===== src/rtl/serial_add_unit_if.sv =====
// ============================================================================
// Module      : serial_add_unit_if
// Description : Operand/result handshake bundle for serial_add_unit.
// Revision    : 1.0 - initial release
// ============================================================================
`default_nettype none

interface serial_add_unit_if #(
    parameter int WIDTH = 8
);
    logic             in_valid;
    logic             in_ready;
    logic [WIDTH-1:0] a;
    logic [WIDTH-1:0] b;
    logic             cin;
    logic             sub;
    logic             out_valid;
    logic             out_ready;
    logic [WIDTH-1:0] sum;
    logic             cout;

    // Source/consumer side: drives operands and accepts results.
    modport master (
        output in_valid, a, b, cin, sub, out_ready,
        input  in_ready, out_valid, sum, cout
    );

    modport slave (
        input  in_valid, a, b, cin, sub, out_ready,
        output in_ready, out_valid, sum, cout
    );
endinterface

`default_nettype wire


===== src/rtl/serial_add_unit.sv =====
// ============================================================================
// Module      : serial_add_unit
// Description : Bit-serial adder, one full-add slice plus carry flop, LSB
//               first. Optional subtract path under macro SERIAL_ADD_SUB_EN.
// Revision    : 1.0 - initial release
// ============================================================================
`default_nettype none

module serial_add_unit #(
    parameter int WIDTH = 8
) (
    input  wire                logic clk,
    input  wire                logic rst,
    serial_add_unit_if.slave   bus
);

    localparam int             c_CW   = $clog2(WIDTH) + 1;
    localparam logic [c_CW-1:0] c_LAST = c_CW'(WIDTH - 1);

    typedef enum logic [1:0] {
        S_IDLE = 2'd0,
        S_RUN  = 2'd1,
        S_DONE = 2'd2
    } state_t;

    state_t             r_state;
    state_t             w_state_next;
    logic               w_in_ready;
    logic               w_out_valid;

    logic [WIDTH-1:0]   r_a_sh;
    logic [WIDTH-1:0]   r_b_sh;
    logic [WIDTH-1:0]   r_sum;
    logic               r_cout;
    logic               r_carry;
    logic [c_CW-1:0]    r_count;

    logic               w_s;
    logic               w_maj;
    logic [WIDTH-1:0]   w_sum_next;
    logic [WIDTH-1:0]   w_b_load;
    logic               w_c_load;

`ifdef SERIAL_ADD_SUB_EN
    // Subtract as a + ~b + 1; cin is overridden by the forced carry.
    assign w_b_load = bus.sub ? ~bus.b : bus.b;
    assign w_c_load = bus.sub ? 1'b1   : bus.cin;
`else
    logic w_unused_sub;
    assign w_unused_sub = bus.sub;
    assign w_b_load     = bus.b;
    assign w_c_load     = bus.cin;
`endif

    // Single full-add slice on the current LSBs.
    assign w_s   = r_a_sh[0] ^ r_b_sh[0] ^ r_carry;
    assign w_maj = (r_a_sh[0] & r_b_sh[0]) | (r_a_sh[0] & r_carry) | (r_b_sh[0] & r_carry);

    generate
        if (WIDTH == 1) begin : g_sum_w1
            assign w_sum_next = w_s;
        end else begin : g_sum_wn
            assign w_sum_next = {w_s, r_sum[WIDTH-1:1]};
        end
    endgenerate

    always_ff @(posedge clk) begin
        if (rst) begin
            r_state <= S_IDLE;
        end else begin
            r_state <= w_state_next;
        end
    end

    always_comb begin
        w_state_next = r_state;
        w_in_ready   = 1'b0;
        w_out_valid  = 1'b0;
        case (r_state)
            S_IDLE: begin
                w_in_ready = 1'b1;
                if (bus.in_valid) begin
                    w_state_next = S_RUN;
                end
            end
            S_RUN: begin
                if (r_count == c_LAST) begin
                    w_state_next = S_DONE;
                end
            end
            S_DONE: begin
                w_out_valid = 1'b1;
                if (bus.out_ready) begin
                    w_state_next = S_IDLE;
                end
            end
            default: begin
                w_state_next = S_IDLE;
            end
        endcase
    end

    always_ff @(posedge clk) begin
        if (rst) begin
            r_a_sh  <= '0;
            r_b_sh  <= '0;
            r_sum   <= '0;
            r_cout  <= 1'b0;
            r_carry <= 1'b0;
            r_count <= '0;
        end else begin
            case (r_state)
                S_IDLE: begin
                    if (bus.in_valid) begin
                        r_a_sh  <= bus.a;
                        r_b_sh  <= w_b_load;
                        r_carry <= w_c_load;
                        r_count <= '0;
                        r_sum   <= '0;
                    end
                end
                S_RUN: begin
                    r_carry <= w_maj;
                    r_a_sh  <= r_a_sh >> 1;
                    r_b_sh  <= r_b_sh >> 1;
                    r_sum   <= w_sum_next;
                    r_count <= r_count + 1'b1;
                    if (r_count == c_LAST) begin
                        r_cout <= w_maj;
                    end
                end
                default: begin
                end
            endcase
        end
    end

    assign bus.in_ready  = w_in_ready;
    assign bus.out_valid = w_out_valid;
    assign bus.sum       = r_sum;
    assign bus.cout      = r_cout;

endmodule

`default_nettype wire

===== src/flat_wrapper.sv =====
// flat-port wrapper written by rule: the top's interface ports become plain ports
module serial_add_unit_flat 
#(
    parameter int WIDTH = 8
)
  (clk, rst, bus_in_valid, bus_a, bus_b, bus_cin, bus_sub, bus_out_ready, bus_in_ready, bus_out_valid, bus_sum, bus_cout);
  serial_add_unit_if #(.WIDTH(WIDTH)) bus_i ();
  input  wire                logic clk;
  input  wire                logic rst;
  input wire logic [$bits(bus_i.in_valid)-1:0] bus_in_valid;
  input wire logic [$bits(bus_i.a)-1:0] bus_a;
  input wire logic [$bits(bus_i.b)-1:0] bus_b;
  input wire logic [$bits(bus_i.cin)-1:0] bus_cin;
  input wire logic [$bits(bus_i.sub)-1:0] bus_sub;
  input wire logic [$bits(bus_i.out_ready)-1:0] bus_out_ready;
  output wire logic [$bits(bus_i.in_ready)-1:0] bus_in_ready;
  output wire logic [$bits(bus_i.out_valid)-1:0] bus_out_valid;
  output wire logic [$bits(bus_i.sum)-1:0] bus_sum;
  output wire logic [$bits(bus_i.cout)-1:0] bus_cout;
  assign bus_i.in_valid = bus_in_valid;
  assign bus_i.a = bus_a;
  assign bus_i.b = bus_b;
  assign bus_i.cin = bus_cin;
  assign bus_i.sub = bus_sub;
  assign bus_i.out_ready = bus_out_ready;
  assign bus_in_ready = bus_i.in_ready;
  assign bus_out_valid = bus_i.out_valid;
  assign bus_sum = bus_i.sum;
  assign bus_cout = bus_i.cout;
  serial_add_unit #(.WIDTH(WIDTH)) u_core (.clk(clk), .rst(rst), .bus(bus_i));
endmodule

===== config.mk =====
export PLATFORM = sky130hd
export DESIGN_NAME = serial_add_unit_flat
export DESIGN_NICKNAME = d
export VERILOG_FILES = /design/src/rtl/serial_add_unit_if.sv /design/src/rtl/serial_add_unit.sv /design/src/flat_wrapper.sv
export SDC_FILE = /design/constraint.sdc
export NUM_CORES = 1
export LEC_CHECK = 0
export ABC_AREA = 1
export CAP_MARGIN = 20
export CORE_MARGIN = 3
export CORE_UTILIZATION = 44
export CTS_BUF_LIST = sky130_fd_sc_hd__clkbuf_16
export DETAILED_ROUTE_END_ITERATION = 16
export PLACE_DENSITY = 0.81
export SLEW_MARGIN = 25
export SYNTH_ARGS = -nofsm -noshare
export SYNTH_HDL_FRONTEND = slang
export SYNTH_SLANG_ARGS = --single-unit

===== constraint.sdc =====
create_clock -name clk -period 1.1 [get_ports clk]
set_input_delay 0.275 -clock clk [delete_from_list [all_inputs] [get_ports clk]]
set_output_delay 0.275 -clock clk [all_outputs]
set_load 0.01 [all_outputs]

# Word-level counts from Yosys, hierarchy flattened
# Cells that the tools add are included.
# op_classes
n_mux	16
n_bitwise	7
add_sub_neg	1
eq_ne	6
n_reduce_logical	5
# op_table
operator	n
$pmux W8 S2	3
$mux W8	3
$pmux W4 S2	1
$mux W2	3
$pmux W2 S3	1
$add A4 B1 Y4 const B	1
$eq A4 B3 Y1 const B	1
$mux W4	1
$ne A2 B2 Y1 const B	2
$reduce_and A2 Y1	2
$and A1 B1 Y1	3
$mux W1	3
$reduce_and A3 Y1	1
$eq A2 B1 Y1 const B	1
$eq A2 B2 Y1 const B	1
$logic_not A2 Y1	1
$ne A2 B1 Y1 const B	1
$or A1 B1 Y1	2
$pmux W1 S2	1
$reduce_bool A2 Y1	1
$xor A1 B1 Y1	2
# word_totals
regBits	32
out_inout_bits	11
elab_cells	42

# Depth between registers and ports, before layout
# logic_depth
ltp_word	4
depth_mapped	8

# Least setup slack after synthesis
# Ideal clock, no wire load.
# synth_path
path_kind	register -> register
from	register u_core.r_carry
to	register u_core.r_sum[7] (netlist: u_core.bus.sum[7])
path_buffers	0
stages_incl_launch_ff	5
period_less_slack_ps	1191
t_required_ps	1030
t_arrival_ps	1120
setup_ps	70
path_slack_ps	-91
path_cell_list	dfxtp_1 inv_1 fa_1 or2_1 a21oi_1
# synth_via
elab_chain_cells	2
# synth_lines
element	line_no	text
from (decl)	serial_add_unit.sv:35	logic r_carry;
from (signal assigned)	serial_add_unit.sv:117	r_carry <= w_c_load;
from (signal assigned)	serial_add_unit.sv:123	r_carry <= w_maj;
$xor A1 B1 Y1	serial_add_unit.sv:56	assign w_s = r_a_sh[0] ^ r_b_sh[0] ^ r_carry;
$pmux W8 S2	serial_add_unit.sv:112	case (r_state)
to (signal assigned)	serial_add_unit.sv:126	r_sum <= w_sum_next;
to (decl)	serial_add_unit.sv:33	logic [WIDTH-1:0] r_sum;
# No other way between the ends.
# A chain may end at the register's enable or synchronous reset.

# Worst setup path after layout
# layout_path
from	register u_core.r_a_sh[0]
to	register u_core.r_sum[7] (netlist: u_core.bus.sum[7])
# layout_via
elab_chain_cells	3
# layout_lines
element	line_no	text
from (decl)	serial_add_unit.sv:31	logic [WIDTH-1:0] r_a_sh;
from (signal assigned)	serial_add_unit.sv:115	r_a_sh <= bus.a;
from (signal assigned)	serial_add_unit.sv:124	r_a_sh <= r_a_sh >> 1;
$xor A1 B1 Y1 (2 in series)	serial_add_unit.sv:56	
$pmux W8 S2	serial_add_unit.sv:112	
# No other way between the ends.

==> summary by stage <==
Job
The tool flagged a number of max-cap violations equal to 0.

Place
Summing all placed instances gives a cell area of between 1500 and 2000 um2. Input and output buffers added on the ports amount to 31. OpenSTA, run right after detailed placement, puts the worst setup slack at -350 ps. The post-DP HPWL is ~2400 um.

The congestion estimate from routability-driven global placement came to ~0.8.

Timing
In the post-route analysis, the smallest setup slack over all paths is -111 ps. After layout, the worst path uses 110% of the clock period. The worst-margin pin slew is 348 ps.

Setup total negative slack on the finished layout was measured at -1070 ps. The final count of hold timing violations is 0. The worst path in the final design needs a cycle of between 1000 and 1500 ps, including I/O delays and setup.

Setup violations remaining at the end of the flow were counted as 23. The highest clock rate is roughly 830 MHz. For the final database, setup skew stands at ~3.2 ps. Setup repair after global routing could not meet its margin everywhere. Headroom to the max-slew limit came out at between 70% and 80%.

The max-slew violation count is 0.

Power and ir drop
In this run the power density over the cells is around 1400 nW/um2. The highest ir drop seen on vdd is roughly 1.1 mV. Summed over all cells, the static leakage comes to approximately 1 nW.

Final layout
The post-synthesis to final-layout area growth is 45.6%. The fill cell total of the finished layout is 280. The storage element area is approximately 650 um2.

The library cells used most frequently in the layout, excluding fill and tap cells, are nand2_1 (59), nand3_1 (35), dfxtp_1 (27), nor2_1 (22), inv_1 (20). The finished cells cover about 2100 um2. The total number of nets in the final design is 288.

The total inserted antenna cells is 0. The post-route netlist has 23.0% of its cells at a drive strength greater than 1. The most common library cell in the layout ignoring fill and taps is nand2_1.

The multi-input combinational cells in the finished layout cover a total of 704 um2.

Logic synthesis
Synthesis produced a netlist with a net count of ~240. For this run, the number of Yosys warnings is 0. The count of distinct cell types in the synthesized netlist is 16. The largest total area in the synthesized netlist belongs to dfxtp_1. Sequential cells were found to cover about 44% of the synthesized design area. Yosys attributes the largest share of cell area to dfxtp_1 (44%), nand2_1 (16%), nand3_1 (12%), nor2_1 (6.5%), inv_1 (5.9%). Synthesis inferred 32 register bits. The cell area that synthesis handed to floorplanning was about 1500 um2.

Summed over its instances, the top area cell type makes up around 44% of the synthesized netlist area. After synthesis, the mean cell area works out to between 6 and 7 um2. Synthesis produced roughly 210 cells.

Route
The number of search-and-repair iterations in the first detailed-routing pass is 4. The count of routing violations after the opening detailed-route iteration is 63. The residual DRC count is 0.

Dividing the detail-routed via count by the number of cells gives 4.82. Dividing the detail-routed wire length by the instance count gives roughly 12 um. The final route contains ~1500 vias. The number of nets with antenna violations after routing is 0. The total detailed-routing wirelength is ~3600 um.

Run status
The checks that failed: negative setup slack. The run finished, with violations left.

Worst setup path
Counting cells, the worst reg-to-reg path comes to 4. The logic depth of the worst setup path including buffers is 4. The startpoint type of the worst setup path is a flip-flop. The slowest stage of the critical path belongs to the cell fa_2. The delay of the slowest cell on the worst path is roughly 440 ps.

The number of buffer and inverter stages on the critical path is 1. The top fanout value on the critical path is 2. The critical path goes through inv_2, fa_2, or2_1, a21oi_2. The worst register-to-register path begins at u_core.r_a_sh[0].

The destination of the critical timing path is u_core.bus.sum[7]. The cell family contributing the most delay on the critical path is adder cells. The critical path in this run is classified as reg -> reg. Across all register-to-register paths, the minimum setup slack is -110 ps. The critical path starts at u_core.r_a_sh[0].

For the worst setup path, the data required time is 1320 ps. In this run the critical register-to-register path is captured at u_core.bus.sum[7]. STA classifies the critical path endpoint as a flip-flop. For the worst setup path, the data arrival time is between 1000 and 1500 ps.

Global route
Entering global routing, the biggest net connects 22 pins. The combined global-route utilization of all metal layers is 19.0%. The first global-routing pass estimated between 5000 and 6000 um of wire.

The initial antenna violation count came to 0. For this run the aggregate overflow at the end of global routing stands at 0. The via count of the first global-routing pass is between 1000 and 1500.

Die
The floorplan has 20 rows. From bottom edge to top edge, the die measures approximately 63 um. After floorplanning, the core was sized to cover slightly above 3000 um2. The number of top-level pins is 33.

The area of the die is 4020 um2. The overall die width is around 63 um. The initial utilization of the core area, before any placement, comes to 46.8%.

CTS
The clock tree from TritonCTS is yes. The latest clock arrival within the worst-skew pair is approximately 280 ps. The TritonCTS buffer count is 5. The buffer type at the clock tree root is clkbuf_16. The clock-pin slew on the worst setup and hold paths is 50 ps. The number of clock sinks is 32. The clock passes through at most 2 buffers. The H-tree level count is 2.

Hold path
The worst hold-check path type is reg -> reg.
[flip-flops by register name, indices dropped and copies added, names as in the netlist]
name             count
u_core.bus.sum       8
u_core.r_carry       1
u_core.r_count       4
u_core.bus.cout      1
u_core.r_b_sh        8
u_core.r_a_sh        8
u_core.r_state       2
[final cells by class]
class | count | share of cell area, %
Tap cell | 44 | 2.61
Timing Repair Buffer | 54 | 22.6
Multi-Input combinational cell | 148 | 33.3
Clock buffer | 5 | 5.92
Clock inverter | 3 | 0.533
Sequential cell | 32 | 30.8
Inverter | 23 | 4.20
[Yosys cell counts (all sizes together)]
cell	count
a21oi	16
buf	8
clkbuf	2
dfxtp	32
fa	1
ha	1
inv	23
nand2	63
nand3	35
nor2	27
o21ai	4
or2	1
[cell families after synthesis]
| logic type | after synthesis | synth area share (%) |
|---|---|---|
| AO/OA/AOI/OAI | 20 | 6.90 |
| adder cells (fa/ha/maj) | 2 | 2.24 |
| AND/OR/NAND/NOR | 126 | 36.6 |
| buffers and inverters | 33 | 10.1 |
| flip-flops | 32 | 44.1 |
[worst min-delay path, delay by kind of cell, from the launching register on]
kind | cells | cell delay, ps
flops | 1 | 320
simple gates | 1 | 60
compound gates | 1 | 50
[per-layer routing]
layer	part of all wire (%)	up-vias	track usage (%)
li1	-	768	-
met4	2.5	0	8.09
met1	44	679	23.0
met2	48	35	30.8
met5	0	-	0
met3	4.8	8	6.06
[how the worst min path moves through the flow]
stage | start | end | slack, ps | depth (start not counted)
floorplan | rst | u_core.bus.sum[0] | 340 | 1
global placement | u_core.r_b_sh[7] | u_core.r_b_sh[7] | 450 | 2
detailed placement | u_core.r_b_sh[7] | u_core.r_b_sh[7] | 460 | 2
CTS | u_core.bus.sum[1] | u_core.bus.sum[1] | 470 | 2
global route | u_core.bus.sum[0] | u_core.bus.sum[0] | 490 | 2
finish | u_core.bus.sum[1] | u_core.bus.sum[1] | 470 | 2
[power by group]
| group | total, mW | switching, mW | internal, mW |
|---|---|---|---|
| logic | 0.431 | 0.219 | 0.212 |
| clock network | 1.27 | 0.459 | 0.810 |
| registers | 1.25 | 0.0333 | 1.21 |
[stage by stage]
| step | total power [mW] | utilization, % | hold WS, ps | std cells |
|---|---|---|---|---|
| 3_3_place_gp | 1.64 | 61.9 | 450 | 298 |
| 5_1_grt | 3.06 | 68.1 | 488 | 309 |
| 4_1_cts | 2.93 | 66.2 | 468 | 308 |
| 6_report | 2.94 | 68.1 | 469 | 309 |
| 2_1_floorplan | 1.48 | - | 344 | 213 |
| 3_5_place_dp | 1.65 | 61.9 | 463 | 298 |
[timing repair]
action	4_1_cts	5_1_grt
endpoints found under the hold margin	0	0
hold buffers	0	0
gates cloned	1	1
buffers inserted	1	0
gates resized for setup	52	25
pin swaps	3	3
endpoints found under the setup margin	41	36
Note: power is estimated with default switching activity, not from simulation.
==> edit 1 (same flow settings) <==
The option `SERIAL_ADD_SUB_EN` is turned on by a define.
--- a/src/rtl/serial_add_unit.sv
+++ b/src/rtl/serial_add_unit.sv
@@ -6,4 +6,6 @@
 // ============================================================================
 `default_nettype none
+
+`define SERIAL_ADD_SUB_EN
 
 module serial_add_unit #(
Formal check against the unedited RTL: not equivalent (Yosys sat finds a counterexample within 4 cycles, from zero or initial values and one cycle with rst high).
==> edit 1 against the unedited design <==
  * The flow still finishes with violations (negative setup slack)
  * Wire length grew 69%
  * Final area grew 26%
  * Cell count grew 15%
  * Sequential cell count is the same
  * Area after synthesis grew 9.7%
  * Synthesized cell count grew 15%
  * First-iteration DRC count grew to 4.3 times the old value
  * Worst setup slack lost 0.090 ns
  * Total power grew 21%
  * Critical endpoint unchanged
  * Largest cell class unchanged
==> edit 1: results <==
timing:
  tightest_slew_ns: 0.4879
  setup_ws_ns: -0.2009
  final.setup_skew_ns: 0.009388
  setup_viol: 34
  fin_tns_setup_ns: -3.213
run_status:
  status: "complete, but fails checks"
  violations: "negative setup slack"
drt:
  dr.pass1.iters: 5
  drt_iter0_drc: 273
  routed_via_density: 5.611
place:
  globalplace.congestion: 0.7741
  dp_cells: 339
  dpl.hpwl_microns: 2661
  placed_cell_area_sq_mm: 0.002126
  port-buffer-count: 32
grt:
  grt_pass1_wl_microns: 8707
min_path:
  min_from: "u_core.bus.cout"
pwr:
  powerClk_w: 0.00158
  pwr-share-comb_pct: 20.2
  power.total_w: 0.003572
  netSwitchingFraction_pct: 27.67
layout:
  layout-drive-gt1-share_pct: 39.81
  n_fill_cell: 198
critical_path:
  cp.arrival_ns: 1.52
  critPathLaunch: "u_core.r_carry"
clock_network:
  ctsResizeCount: 101
  postCtsSetupBuffers: 2
logic_synthesis:
  ys_seq_area_share_pct: 40.22
  netlist_top_cells_count: "75 x nand2_1, 36 x nand3_1, 36 x nor2_1, 32 x dfxtp_1, 29 x inv_1"
  yosysUniqueCellTypes: 19
  postSynthCellCount: 246
[edit 1: cells by family (layout without fill, tap and decap cells)]
| kind of cell | count (synthesis) | count (layout) | synth area share (%) |
|---|---|---|---|
| xor+xnor | 1 | 1 | 0.5500 |
| simple gates | 151 | 152 | 39.67 |
| buf+inv | 41 | 103 | 11.55 |
| compound gates | 19 | 19 | 5.970 |
| fa+ha+maj | 2 | 2 | 2.042 |
| flops | 32 | 32 | 40.22 |
[edit 1: routing by layer]
layer  global-route usage, %  vias to the layer above  wire length, microns
met5                       0                        -                     0
met4                   17.26                        0                   334
met1                   30.06                      923                  2251
met3                   5.952                       40                   565
li1                        -                      889                     -
met2                   43.49                      140                  2976
[edit 1: final cells by class]
type                    count  area, sq um  share of cell area [%]
well taps                  46        57.56                   2.155
repair inverters            3        48.80                   1.827
clock inverters             3        37.54                   1.405
clock buffers               5        125.1                   4.684
flip-flops and latches     32        645.6                   24.17
inverters                  30        125.1                   4.684
multi-input cells         174         1055                   39.48
repair buffers             62        576.8                   21.59
==> edit 2 (config.mk and constraints unchanged) <==
Without the edit above. Reset style: asynchronous (`rst`), changed in 2 clocked blocks.
--- a/src/rtl/serial_add_unit.sv
+++ b/src/rtl/serial_add_unit.sv
@@ -65,5 +65,5 @@
     endgenerate
 
-    always_ff @(posedge clk) begin
+    always_ff @(posedge clk or posedge rst) begin
         if (rst) begin
             r_state <= S_IDLE;
@@ -101,5 +101,5 @@
     end
 
-    always_ff @(posedge clk) begin
+    always_ff @(posedge clk or posedge rst) begin
         if (rst) begin
             r_a_sh  <= '0;
Check against the original RTL: differs if rst is asserted again (counterexample within 4 cycles, from zero or initial values and one cycle with rst high); with rst held inactive, the same outputs for 10 cycles.
==> edit 2 against the unedited design <==
  * The run still ends with negative setup slack left
  * First-iteration DRC count is 22% higher
  * Final area is 2.1% higher
  * Area after synthesis is 3.5% higher
  * Wire length is 8.5% higher
  * Sequential cell count stayed put
  * Count of clock-buffer cells in the layout stayed put
  * Worst setup slack worse by 0.060 ns
  * Critical path depth is 1 lower
  * Cell count is 16% lower
  * Highest routed layer unchanged
Power is not compared: it rests on default switching activity, and its combinational part moved more than twofold at a synthesized area within 25%.
==> edit 2: results <==
place:
  port-buffer-count: 31
  dpl.hpwl_microns: 2460
  dp_cells: 248
  globalplace.congestion: 0.8150
logic_synthesis:
  synth_compound_area_share_pct: 4.829
  ys_async_sr_fraction_pct: 100.0
  synthAdderAreaFrac_pct: 2.165
  syn_avg_cell_area_sq_um: 9.163
  yosysUniqueCellTypes: 25
  synth.area.top_cells: "dfrtp_1 53%, nand3_1 18%, nand2_1 7.2%, inv_1 3.2%, o22ai_1 2.1%"
  synth_xor_area_share_pct: 0.5828
  ys_seq_area_share_pct: 53.29
  yosysWarnings: 0
  netlist_top_cells_count: "54 x nand3_1, 32 x dfrtp_1, 29 x nand2_1, 13 x inv_1, 5 x o22ai_1"
  syn_nets: 188
  ys.flop_type: "dfrtp_1"
timing:
  setup_ws_ns: -0.1717
  setup_viol: 30
  relSlewSlack_pct: 83.48
  final.setup_skew_ns: 0.004636
drt:
  dr.pass1.iters: 4
  wirelength_microns: 3940
  routed_via_density: 5.176
  drt_iter0_drc: 77
critical_path:
  cp.arrival_ns: 1.00
  worst-r2r-cell-count: 6
  cp_slowest_cell: "dfrtp_1"
  r2r_setup_slack_ns: -0.08
  cp_top_family: "flip-flops"
  reg2reg_from: "u_core.r_state[1]"
  r2r_end: "u_core.r_b_sh[4]"
  cpPeakStageDelay_ns: 0.40
grt:
  grtUsageTotal_pct: 19.84
  grt_pass1_wl_microns: 6203
  grt_pass1_vias: 1317
  grt_max_degree: 33
pwr:
  ir_worst_vdd_v: 0.001478
  p_sw_w: 0.002207
clock_network:
  htreeDepth: 2
  clk_transition_reported_paths_ns: 0.05
  root_buffer: "clkbuf_16"
  clkLatencyLatePin_ns: 0.28
  clock_path_buffers: 2
layout:
  diodes: 0
  stdcell_count: 261
  n_fill_cell: 254
  layout-drive-gt1-share_pct: 28.57
  final_net_count: 243
run_status:
  violations: "negative setup slack"
  status: "complete, but fails checks"
min_path:
  min_path_type: "in -> async"
==> edit 2: changes by cell type after synthesis, sizes merged, moves of 5 or more <==
| cell | before | now |
|---|---|---|
| dfxtp | 32 | 0 |
| nand3 | 35 | 55 |
| dfrtp | 0 | 32 |
| inv | 23 | 15 |
| nor2 | 27 | 5 |
| o22ai | 0 | 5 |
| nand2 | 63 | 31 |
| a21oi | 16 | 1 |
==> edit 2: routing by layer <==
metal | wire, microns | part of all wire (%) | track usage (%)
met1 | 1489 | 38 | 22.55
met2 | 2161 | 55 | 34.02
met3 | 208 | 5.3 | 6.412
met4 | 80 | 2.0 | 8.707
met5 | 0 | 0 | 0
==> edit 2: worst max path at each step <==
stage	end	slack [ns]	startpoint	depth (start not counted)
floorplan	u_core.bus.sum[7]	0.007	u_core.r_carry	3
global placement	bus_out_valid	-0.28	u_core.r_state[0]	2
detailed placement	bus_out_valid	-0.30	u_core.r_state[0]	2
CTS	bus_out_valid	-0.17	u_core.r_state[1]	3
global route	bus_out_valid	-0.19	u_core.r_state[1]	3
finish	bus_out_valid	-0.17	u_core.r_state[1]	3
==> edit 2: final cells by class <==
class,count,area share (%)
flip-flops and latches,32,37.16
multi-input cells,107,28.52
repair buffers,58,23.13
clock buffers,5,5.797
inverters,15,2.841
well taps,44,2.551
==> edit 2: cell families (layout without fill, tap and decap cells) <==
logic type | count (synthesis) | in the layout
AND/OR/NAND/NOR | 92 | 92
flip-flops | 32 | 32
AO/OA/AOI/OAI | 12 | 12
adder cells (fa/ha/maj) | 2 | 2
buffers and inverters | 25 | 78
XOR/XNOR | 1 | 1
==> edit 2: power groups by stage <==
stage,Clock (W),Combinational (W),Sequential (W)
after floorplan,0,0.00141,0.00201
after global placement,0,0.00226,0.00194
after CTS,0.00126,0.00243,0.00196
after detailed placement,0,0.00234,0.00197
final,0.00124,0.00272,0.00198
after global routing,0.00131,0.00297,0.00204
==> edit 2: timing repair <==
action                                  in CTS  in global routing
endpoints found under the setup margin      40                 36
gates resized for setup                     57                 10
pin swaps                                    3                  2
endpoints found under the hold margin        0                  0
setup buffers                                2                  6
==> edit 2: stage by stage <==
| stage | TNS (ns) | instance area (sq um) | worst slack [ns] | hold WS (ns) | power (W) |
|---|---|---|---|---|---|
| 2_1_floorplan | 0 | 1505 | 0.006590 | 0.3725 | 0.003424 |
| 3_3_place_gp | -7.108 | 1943 | -0.2819 | 0.4736 | 0.004201 |
| 4_1_cts | -1.311 | 2074 | -0.1660 | 0.3553 | 0.005652 |
| 5_1_grt | -3.384 | 2158 | -0.1944 | 0.3772 | 0.006323 |
| 6_report | -1.775 | 2158 | -0.1717 | 0.3433 | 0.005941 |
| 3_5_place_dp | -7.915 | 1943 | -0.3003 | 0.4865 | 0.004316 |
